<file path="config.mk">
export PLATFORM = sky130hd
export DESIGN_NAME = jk_excitation_driver
export DESIGN_NICKNAME = d
export VERILOG_FILES = /design/src/rtl/jk_excitation_driver.sv
export SDC_FILE = /design/constraint.sdc
export NUM_CORES = 1
export LEC_CHECK = 0
export CORE_UTILIZATION = 45
export DETAILED_ROUTE_END_ITERATION = 12
export PLACE_DENSITY = 0.71
export SYNTH_ARGS = -nofsm -noshare
export SYNTH_HDL_FRONTEND = slang
export SYNTH_SLANG_ARGS = --single-unit
</file>
<file path="constraint.sdc">
create_clock -name clk -period 2.2 [get_ports clk]
set_clock_uncertainty 0.1 [all_clocks]
set_input_delay 0.33 -clock clk [delete_from_list [all_inputs] [get_ports clk]]
set_output_delay 0.33 -clock clk [all_outputs]
set_load 0.05 [all_outputs]
</file>
<file path="src/rtl/jk_excitation_driver.sv">
// JK excitation driver: converts a target Q word into per-stage J/K drive,
// pulses the stage bank enable once, waits SETTLE cycles, then verifies Q.
module jk_excitation_driver #(
  parameter int WIDTH  = 8,
  parameter int SETTLE = 1
) (
  input  logic             clk,
  input  logic             rst,
  input  logic             in_valid,
  output logic             in_ready,
  input  logic [WIDTH-1:0] in_data,
  input  logic             toggle_mode,
  input  logic [WIDTH-1:0] q_in,
  output logic [WIDTH-1:0] J,
  output logic [WIDTH-1:0] K,
  output logic             en,
  output logic             done,
  output logic             err,
  output logic [7:0]       err_count
);

  typedef enum logic [1:0] {
    IDLE  = 2'd0,
    DRIVE = 2'd1,
    CHECK = 2'd2
  } state_t;

  localparam logic [3:0] CNT_INIT = 4'(SETTLE - 1);

  state_t           r_state, w_state_nxt;
  logic [WIDTH-1:0] r_target, w_target_nxt;
  logic [3:0]       r_cnt, w_cnt_nxt;
  logic [WIDTH-1:0] r_j, w_j_nxt;
  logic [WIDTH-1:0] r_k, w_k_nxt;
  logic             r_en, w_en_nxt;
  logic             r_done, w_done_nxt;
  logic             r_err, w_err_nxt;
  logic [7:0]       r_err_count, w_err_count_nxt;

  // Toggle encoding fires both inputs on changing bits; set/reset encoding drives only the needed side.
  function automatic logic [WIDTH-1:0] excite_j(input logic [WIDTH-1:0] q,
                                                input logic [WIDTH-1:0] t,
                                                input logic tog);
    excite_j = tog ? (q ^ t) : (~q & t);
  endfunction

  function automatic logic [WIDTH-1:0] excite_k(input logic [WIDTH-1:0] q,
                                                input logic [WIDTH-1:0] t,
                                                input logic tog);
    excite_k = tog ? (q ^ t) : (q & ~t);
  endfunction

  // State and output registers
  always_ff @(posedge clk or posedge rst) begin
    if (rst) begin
      r_state     <= IDLE;
      r_target    <= {WIDTH{1'b0}};
      r_cnt       <= 4'd0;
      r_j         <= {WIDTH{1'b0}};
      r_k         <= {WIDTH{1'b0}};
      r_en        <= 1'b0;
      r_done      <= 1'b0;
      r_err       <= 1'b0;
      r_err_count <= 8'd0;
    end else begin
      r_state     <= w_state_nxt;
      r_target    <= w_target_nxt;
      r_cnt       <= w_cnt_nxt;
      r_j         <= w_j_nxt;
      r_k         <= w_k_nxt;
      r_en        <= w_en_nxt;
      r_done      <= w_done_nxt;
      r_err       <= w_err_nxt;
      r_err_count <= w_err_count_nxt;
    end
  end

  // Next-state and next-output logic
  always_comb begin
    w_state_nxt     = r_state;
    w_target_nxt    = r_target;
    w_cnt_nxt       = r_cnt;
    w_j_nxt         = {WIDTH{1'b0}};
    w_k_nxt         = {WIDTH{1'b0}};
    w_en_nxt        = 1'b0;
    w_done_nxt      = 1'b0;
    w_err_nxt       = 1'b0;
    w_err_count_nxt = r_err_count;
    case (r_state)
      IDLE: begin
        if (in_valid) begin
          w_target_nxt = in_data;
          w_j_nxt      = excite_j(q_in, in_data, toggle_mode);
          w_k_nxt      = excite_k(q_in, in_data, toggle_mode);
          w_en_nxt     = 1'b1;
          w_state_nxt  = DRIVE;
        end else begin
          w_state_nxt  = IDLE;
        end
      end
      DRIVE: begin
        w_cnt_nxt   = CNT_INIT;
        w_state_nxt = CHECK;
      end
      CHECK: begin
        if (r_cnt == 4'd0) begin
          w_state_nxt = IDLE;
          w_done_nxt  = 1'b1;
          if (q_in != r_target) begin
            w_err_nxt = 1'b1;
            // Counter sticks at all-ones rather than wrapping back to zero.
            if (r_err_count != 8'hFF) begin
              w_err_count_nxt = r_err_count + 8'd1;
            end else begin
              w_err_count_nxt = r_err_count;
            end
          end else begin
            w_err_nxt = 1'b0;
          end
        end else begin
          w_cnt_nxt = r_cnt - 4'd1;
        end
      end
      default: begin
        w_state_nxt = IDLE;
      end
    endcase
  end

  assign in_ready  = (r_state == IDLE);
  assign J         = r_j;
  assign K         = r_k;
  assign en        = r_en;
  assign done      = r_done;
  assign err       = r_err;
  assign err_count = r_err_count;

endmodule

</file>
======== Word-level counts from Yosys, hierarchy flattened ========
Cells that the tools add are included.
storage, ports and cells
  register bits ........................... 41
  bits of input ports ..................... 20
  output and inout port bits .............. 28
  word-level logic and storage cells ...... 46
cells by class
  add/sub/neg operators ................... 2
  equal/unequal tests ..................... 6
  muxes and demuxes ....................... 18
  bitwise gates (word level) .............. 5
  reduce and logical (&&, ||, !) cells .... 6
operators by type and width
  kind                                                 count
  2-to-1 mux 8 bit                                     6
  bitwise AND 8 bit                                    2
  inverter 8 bit                                       2
  adder 8 x 1 -> 8 bit, second input constant          1
  2-to-1 mux 1 bit                                     8
  inequality test 8 bit                                1
  inequality test 8 bit, second input constant         1
  one-hot mux 4 bit (2 select lines)                   1
  bitwise XOR 8 bit                                    1
  one-hot mux 2 bit (3 select lines)                   1
  zero test 4 bit                                      1
  2-to-1 mux 4 bit                                     1
  inequality test 2 bit, second input constant         2
  AND reduction 2 bit                                  2
  AND reduction 4 bit                                  1
  subtractor 4 x 1 -> 4 bit, second input constant     1
  equality test 2 x 1 -> 1 bit, second input constant  1
  equality test 2 bit, second input constant           1
  zero test 2 bit                                      1
  2-to-1 mux 2 bit                                     1
  nonzero test 2 bit                                   1

======== Logic depth before layout (Yosys ltp) ========
Gate-level depths: netlist (run 1).
  depth in word-level cells ............... 5
  mapped depth ............................ 6

======== Worst setup path before layout (run 1) ========
OpenSTA, ideal clock, no wires.
  path kind ............................... register to register
  start ................................... reg r_state[0]
  end ..................................... reg r_target[0]
  setup time .............................. 0.077 ns
  arrival ................................. 1.859 ns
  required time ........................... 2.023 ns
  path slack .............................. 0.164 ns
  stages on the path, launching flop included .. 7
  buffers on the path ..................... 3
  clock period less this slack ............ 2.036 ns
  path through ............................ dfrtp_1 > buf_2 > nor2_1 > nand2_1 > clkbuf_1 > clkbuf_1 > o21ai_1
between the ends
  longest elaborated chain between the ends .. 2
RTL lines
  item                                  line  text
  from (decl)                           30    state_t r_state, w_state_nxt;
  from (signal assigned)                66    r_state <= w_state_nxt;
  zero test 2 bit                       --
  named net in_ready                    10    output logic in_ready,
  AND reduction 2 bit (no source line)  --
  to (signal assigned)                  57    r_target <= {WIDTH{1'b0}};
  to (signal assigned)                  67    r_target <= w_target_nxt;
  to (decl)                             31    logic [WIDTH-1:0] r_target, w_target_nxt;
The timed path passes the listed nets, and every way through them passes these cells.
A chain may end at the register's enable or synchronous reset.

======== Worst setup path in the final report (run 1) ========
  start ................................... reg r_err_count[4], in the netlist err_count[4]
  end ..................................... out err_count[4]
RTL lines
  item                    line  text
  from (decl)             38    logic [7:0] r_err_count, w_err_count_nxt;
  from (signal assigned)  74    r_err_count <= w_err_count_nxt;
  to (decl)               19    output logic [7:0] err_count
No word-level cell between the ends.

==> run metrics, run 1 <==
CTS tree=done; Slowest-stage cell, CP=clkdlybuf4s50_1; H-tree level count=2; highest net fanout along the worst path=6; final instance area=around 2800 um^2; status=completed; Final period util=91.81%; Inserted Clock Buffers=5; reg2reg start=r_cnt[0]; RSZ-0062 raised after global routing=no; post-synth cell types=32; fmax=just under 500 MHz; DRT antenna net count=0; pre-CTS WS=about 0.051 ns; total number of yosys warnings=0; # DRC=0; Rows=24; M3 GR Usage=around 4.5%; CP required=1.77 ns; Die X=roughly 70 um; WP data arrival=approximately 1.6 ns; CTS Buffer Depth=2; first-pass GRT wire length=roughly 6800 um; Synth Area in XOR/XNOR=slightly above 6%; main combinational cell family by area after synthesis=compound AO/OA/AOI/OAI gates; Via Count=roughly 1500; placed instance count=between 200 and 300; Finish-stage setup viols=0; vias per inst=5.110; final core utilization=a little over three fifths; vias in the first global route=1510; Nets=between 200 and 300; DRT Pass-1 Iters=4; Placed Area=around 2700 um^2; GRT met2 Usage=between 20 and 30%; worst hold path class=in2async; Clock Latency Late Sink=about 0.29 ns; clock slew at reported path FFs=roughly 0.07 ns; sequential share of the synthesized area=~49%; share of cells above drive strength 1=between 8 and 9%; max-slew violation total from the final report=0; detailed placer's ending HPWL=around 2700 um; Most used DFF post-synth=dfrtp_1; grt total ovfl=0; Root Buffer Master=clkbuf_8; Buf+Inv Stages, Crit Path=1; routability cong.=just under 0.8; WHS=between 0.2 and 0.3 ns; # diodes=0; Die Y=a little over 70 um; Clock Sinks=between 40 and 50; CP Capture Type=output pin; Hold-fix buffers, CTS=0; Tot Pwr=2.558 mW; Core Area=between 4000 and 5000 um^2; Rel. slew slack=63.03%; post-route insts no fill=between 200 and 300; cell count after synthesis=around 190; Total GRT Usage=around 18%; initial antenna violation count=0; die area=a little under 5000 um^2; leak pwr=1.289 nW; fraction of registers with async set/reset=between 90% and 100%; reg-to-reg setup timing slack=0.30 ns; FF-to-FF End=err_count[1]; # port buffers=47; initial DRC count=roughly 110; Mapped Nets=about 230; startpoint types=register; gr busiest metal=met2; mux contribution to synthesized area=less than 1%; EDFF count, synth=0; drt wl/cell=around 13 um; Starting Density=between 40% and 50%; post-synthesis compound-gate area fraction=between 10% and 20%; Max stage delay on crit path=roughly 0.84 ns; final hold violations=0; total negative setup slack=0 ns; R2R depth=6; Worst Tran Pin Value=0.5534 ns; Worst Setup Slack, final=~0.18 ns; Syn Std Cell Area=approximately 2100 um^2; drt total wl=approximately 3800 um; worst vdd ir=about 420 uV; crit path kind=reg2out; Yosys reg bits=roughly 40; PwrDens=927.6 nW/um^2; largest net degree at the start of global routing=42; CP Cell Sequence=clkdlybuf4s50_1; CP top delay family=buffers and inverters; met1 GRT Util=between 20% and 30%; Simple-Gate Fraction of Synth Area=~11%; area share of fa/ha/maj cells after synthesis=between 10% and 20%; fin crit period=approximately 2 ns; layout overhead on the synthesized area=30.88%; syn_area_per_cell=10.86 um^2; # Max-Cap Violations=0; IO Pins=48
## worst max-delay path by stage
stage | from | endpoint | slack (ns) | depth (start not counted)
finish | err_count[4] | err_count[4] | 0.18 | 1
global route | err_count[4] | err_count[4] | 0.13 | 1
CTS | r_state[0] | in_ready | 0.002 | 2
detailed placement | q_in[6] | err_count[7] | 0.05 | 6
global placement | q_in[4] | err_count[7] | 0.08 | 6
floorplan | r_state[0] | r_target[0] | 0.16 | 6
## flip-flops by register name, summed over array words and instances, names as in the netlist
register   flops
J              8
K              8
err_count      8
r_target       8
r_cnt          4
r_state        2
done           1
en             1
err            1
## final cells by class
cell class              count  area (um^2)
fillers                   369         1657
flip-flops and latches     41         1026
multi-input cells         122        963.4
repair buffers             52        523.0
inverters                  25        93.84
clock buffers               7        86.33
well taps                  52        65.06
## cell usage after synthesis, types with 2 or more instances
cell        n  area [um^2]
o21ai_1     2        10.01
nor4_1      2        12.51
nor4_4      2        42.54
a2111oi_2   3        45.04
o21ai_0     9        45.04
nor3_1      4        20.02
a21oi_1    14        70.07
xor2_1     15        131.4
nand2b_1    9        56.30
dfrtp_1    41         1026
inv_1      24        90.09
ha_1       19        237.7
o22ai_1     3        18.77
o21a_1     10        75.07
nand4_1     2        12.51
clkbuf_1    5        18.77
a211oi_1    3        22.52
nand2_1    12        45.04
nand3_1     2        10.01
## placed cells by master, fill, tap and decap left out, drive strengths merged, types with 5 or more instances in the layout
cell type	netlist	final
nand2	12	12
o21a	10	10
clkbuf	5	7
nand2b	9	9
xor2	15	15
dfrtp	41	41
o21ai	11	11
ha	19	19
a21oi	15	15
buf	1	5
inv	25	25
clkdlybuf4s50	0	46
## repair_timing
action	CTS	global route
endpoints found under the setup margin	0	1
resized for setup	0	1
buffers inserted	0	0
## power by group
part / leakage [nW] / internal, mW / switching, mW / total [mW]
Combinational: 0.721 / 0.372 / 0.663 / 1.04
Sequential: 0.524 / 0.895 / 0.141 / 1.04
Clock: 0.0443 / 0.249 / 0.237 / 0.486
## kinds of logic (layout without fill, tap and decap cells)
logic type / after synthesis / in the layout
compound gates: 49 / 49
flops: 41 / 41
simple gates: 38 / 38
buf+inv: 31 / 84
fa+ha+maj: 19 / 19
xor+xnor: 15 / 15
mux: 1 / 1
## routing by layer
metal  wire length, um  vias up
met1              1770      733
li1                  -      763
met3               143        2
met5                 0        -
met2              1843       30
met4                24        0
Note: power is estimated with default switching activity, not from simulation.
==> inputs of run 2 (changes only) <==
Settings changed: SLEW_MARGIN from default to 20.
==> results of run 2 <==
Same layout as run 1: the final DEF is identical, and so are final timing and power.
==> inputs of run 3 (changes only) <==
Settings changed: CORE_UTILIZATION 45 to 40, GPL_ROUTABILITY_DRIVEN from default to 0, PLACE_DENSITY 0.71 to 0.64.
==> run metrics, run 3 (synthesized netlist as in run 1, its figures left out) <==
status=completed; first-pass GRT wire length=6389 um; initial antenna violation count=0; CP Cell Sequence=clkdlybuf4s50_1; Inserted Clock Buffers=5; CP Capture Type=output pin; pre-CTS WS=~0.045 ns; total negative setup slack=0 ns; IO Pins=48; Flop pwr share=between 40% and 50%; Combinational Power Share=between 40% and 50%; initial DRC count=39; Clock Sinks=slightly above 40; Nets=approximately 290; DRT antenna net count=0; CTS Buffer Depth=2; Worst Setup Slack, final=0.2024 ns; Tot Pwr=2.526 mW; Via Count=1500; detailed placer's ending HPWL=between 2000 and 3000 um; post-route insts no fill=about 320; share of cells above drive strength 1=a little under a tenth; # port buffers=47; Final period util=approximately nine tenths; fin crit period=approximately 2 ns; max-slew violation total from the final report=0; highest net fanout along the worst path=6; worst hold path class=in2async; Die X=between 70 and 80 um; # DRC=0; Sw Pwr=roughly 1.0 mW; final hold violations=0; post-CTS sizing=0; final core utilization=between 50% and 60%; Rel. slew slack=between 60% and 70%; Total GRT Usage=~16%; clock slew at reported path FFs=about 0.080 ns; met2 WL=1827 um; Worst Tran Pin Value=0.5712 ns; Root Buffer Master=clkbuf_8; CP top delay family=buffers and inverters; WP data arrival=1.57 ns; layout overhead on the synthesized area=31.18%; Slowest-stage cell, CP=clkdlybuf4s50_1; Clock Latency Late Sink=0.29 ns; fillcell total=a little under 500; fmax=about 500 MHz; Max stage delay on crit path=0.84 ns; DRT Pass-1 Iters=4; PwrDens=around 910 nW/um^2; Die Y=between 70 and 80 um; sw frac=40.90%; Rows=26; placed instance count=311; crit path kind=reg2out; leak pwr=between 1 and 1.5 nW; Placed Area=approximately 2700 um^2; Core Area=5075 um^2; Finish-stage setup viols=0; CP required=1.77 ns; # Max-Cap Violations=0; largest net degree at the start of global routing=between 40 and 50; most frequent cells in the layout=clkdlybuf4s50_1 (46), dfrtp_1 (41), inv_1 (24); vias in the first global route=~1400; Hold-fix buffers, CTS=0; most common cell after layout, fill and taps aside=clkdlybuf4s50_1; Buf+Inv Stages, Crit Path=1; drt total wl=~3700 um; worst vdd ir=between 400 and 500 uV; H-tree level count=2; Int Pwr=1.493 mW; startpoint types=register; Top Metal Used=met4; Starting Density=about 42%; clock share of power=between 10% and 20%; die area=5561 um^2; vias per inst=4.702; CTS tree=done; # diodes=0; DR WL met3=between 100 and 150 um; post-CTS setup buffers=0; grt total ovfl=0; DRT met1 WL=between 1500 and 2000 um; final instance area=2764 um^2; WHS=approximately 0.37 ns; RSZ-0062 raised after global routing=no; drt wl/cell=about 11 um
[run 3: cell count changes in the layout (fill, tap and decap cells not counted), sizes merged]
cell          previous run  this run
buf                      5         7
clkbuf                   7         8
dlymetal6s2s             1         0
[run 3: layer usage]
metal  vias up  GRT usage, %
met1       699         19.04
met4         0         8.595
met5         -             0
met3         8         3.117
li1        766             -
met2        27         25.53
[run 3: final timing paths]
kind / startpoint / end / slack [ns] / cells past startpoint
max reg2reg: r_cnt[0] / err_count[1] / 0.34 / 6
min reg2reg: err_count[7] / err_count[7] / 0.39 / 1
max: err_count[4] / err_count[4] / 0.20 / 1
min: rst / r_cnt[0] / 0.37 / 3
min in group clk: err_count[7] / err_count[7] / 0.39 / 1
max in group asynchronous: rst / K[4] / 1.27 / 3
[run 3: power by group through the flow]
| stage | combinational (mW) | clock, mW | sequential (mW) |
|---|---|---|---|
| final | 1.03 | 0.463 | 1.03 |
| after floorplan | 0.360 | 0 | 1.38 |
| after global routing | 1.11 | 0.526 | 1.05 |
| after detailed placement | 1.04 | 0 | 1.05 |
| after global placement | 1.03 | 0 | 1.05 |
| after CTS | 1.04 | 0.486 | 1.03 |
[run 3: area by class of cell]
class	count	area [um^2]	share of cell area [%]
flip-flops and latches	41	1026	37.12
multi-input cells	122	963.4	34.86
repair buffers	53	513.0	18.56
inverters	25	93.84	3.395
well taps	70	87.58	3.169
clock buffers	8	80.08	2.897
[run 3: tightest hold or removal path, cell delays in order]
cell and delay (ns):
clkdlybuf4s50_1 0.39, inv_1 0.05, buf_4 0.43
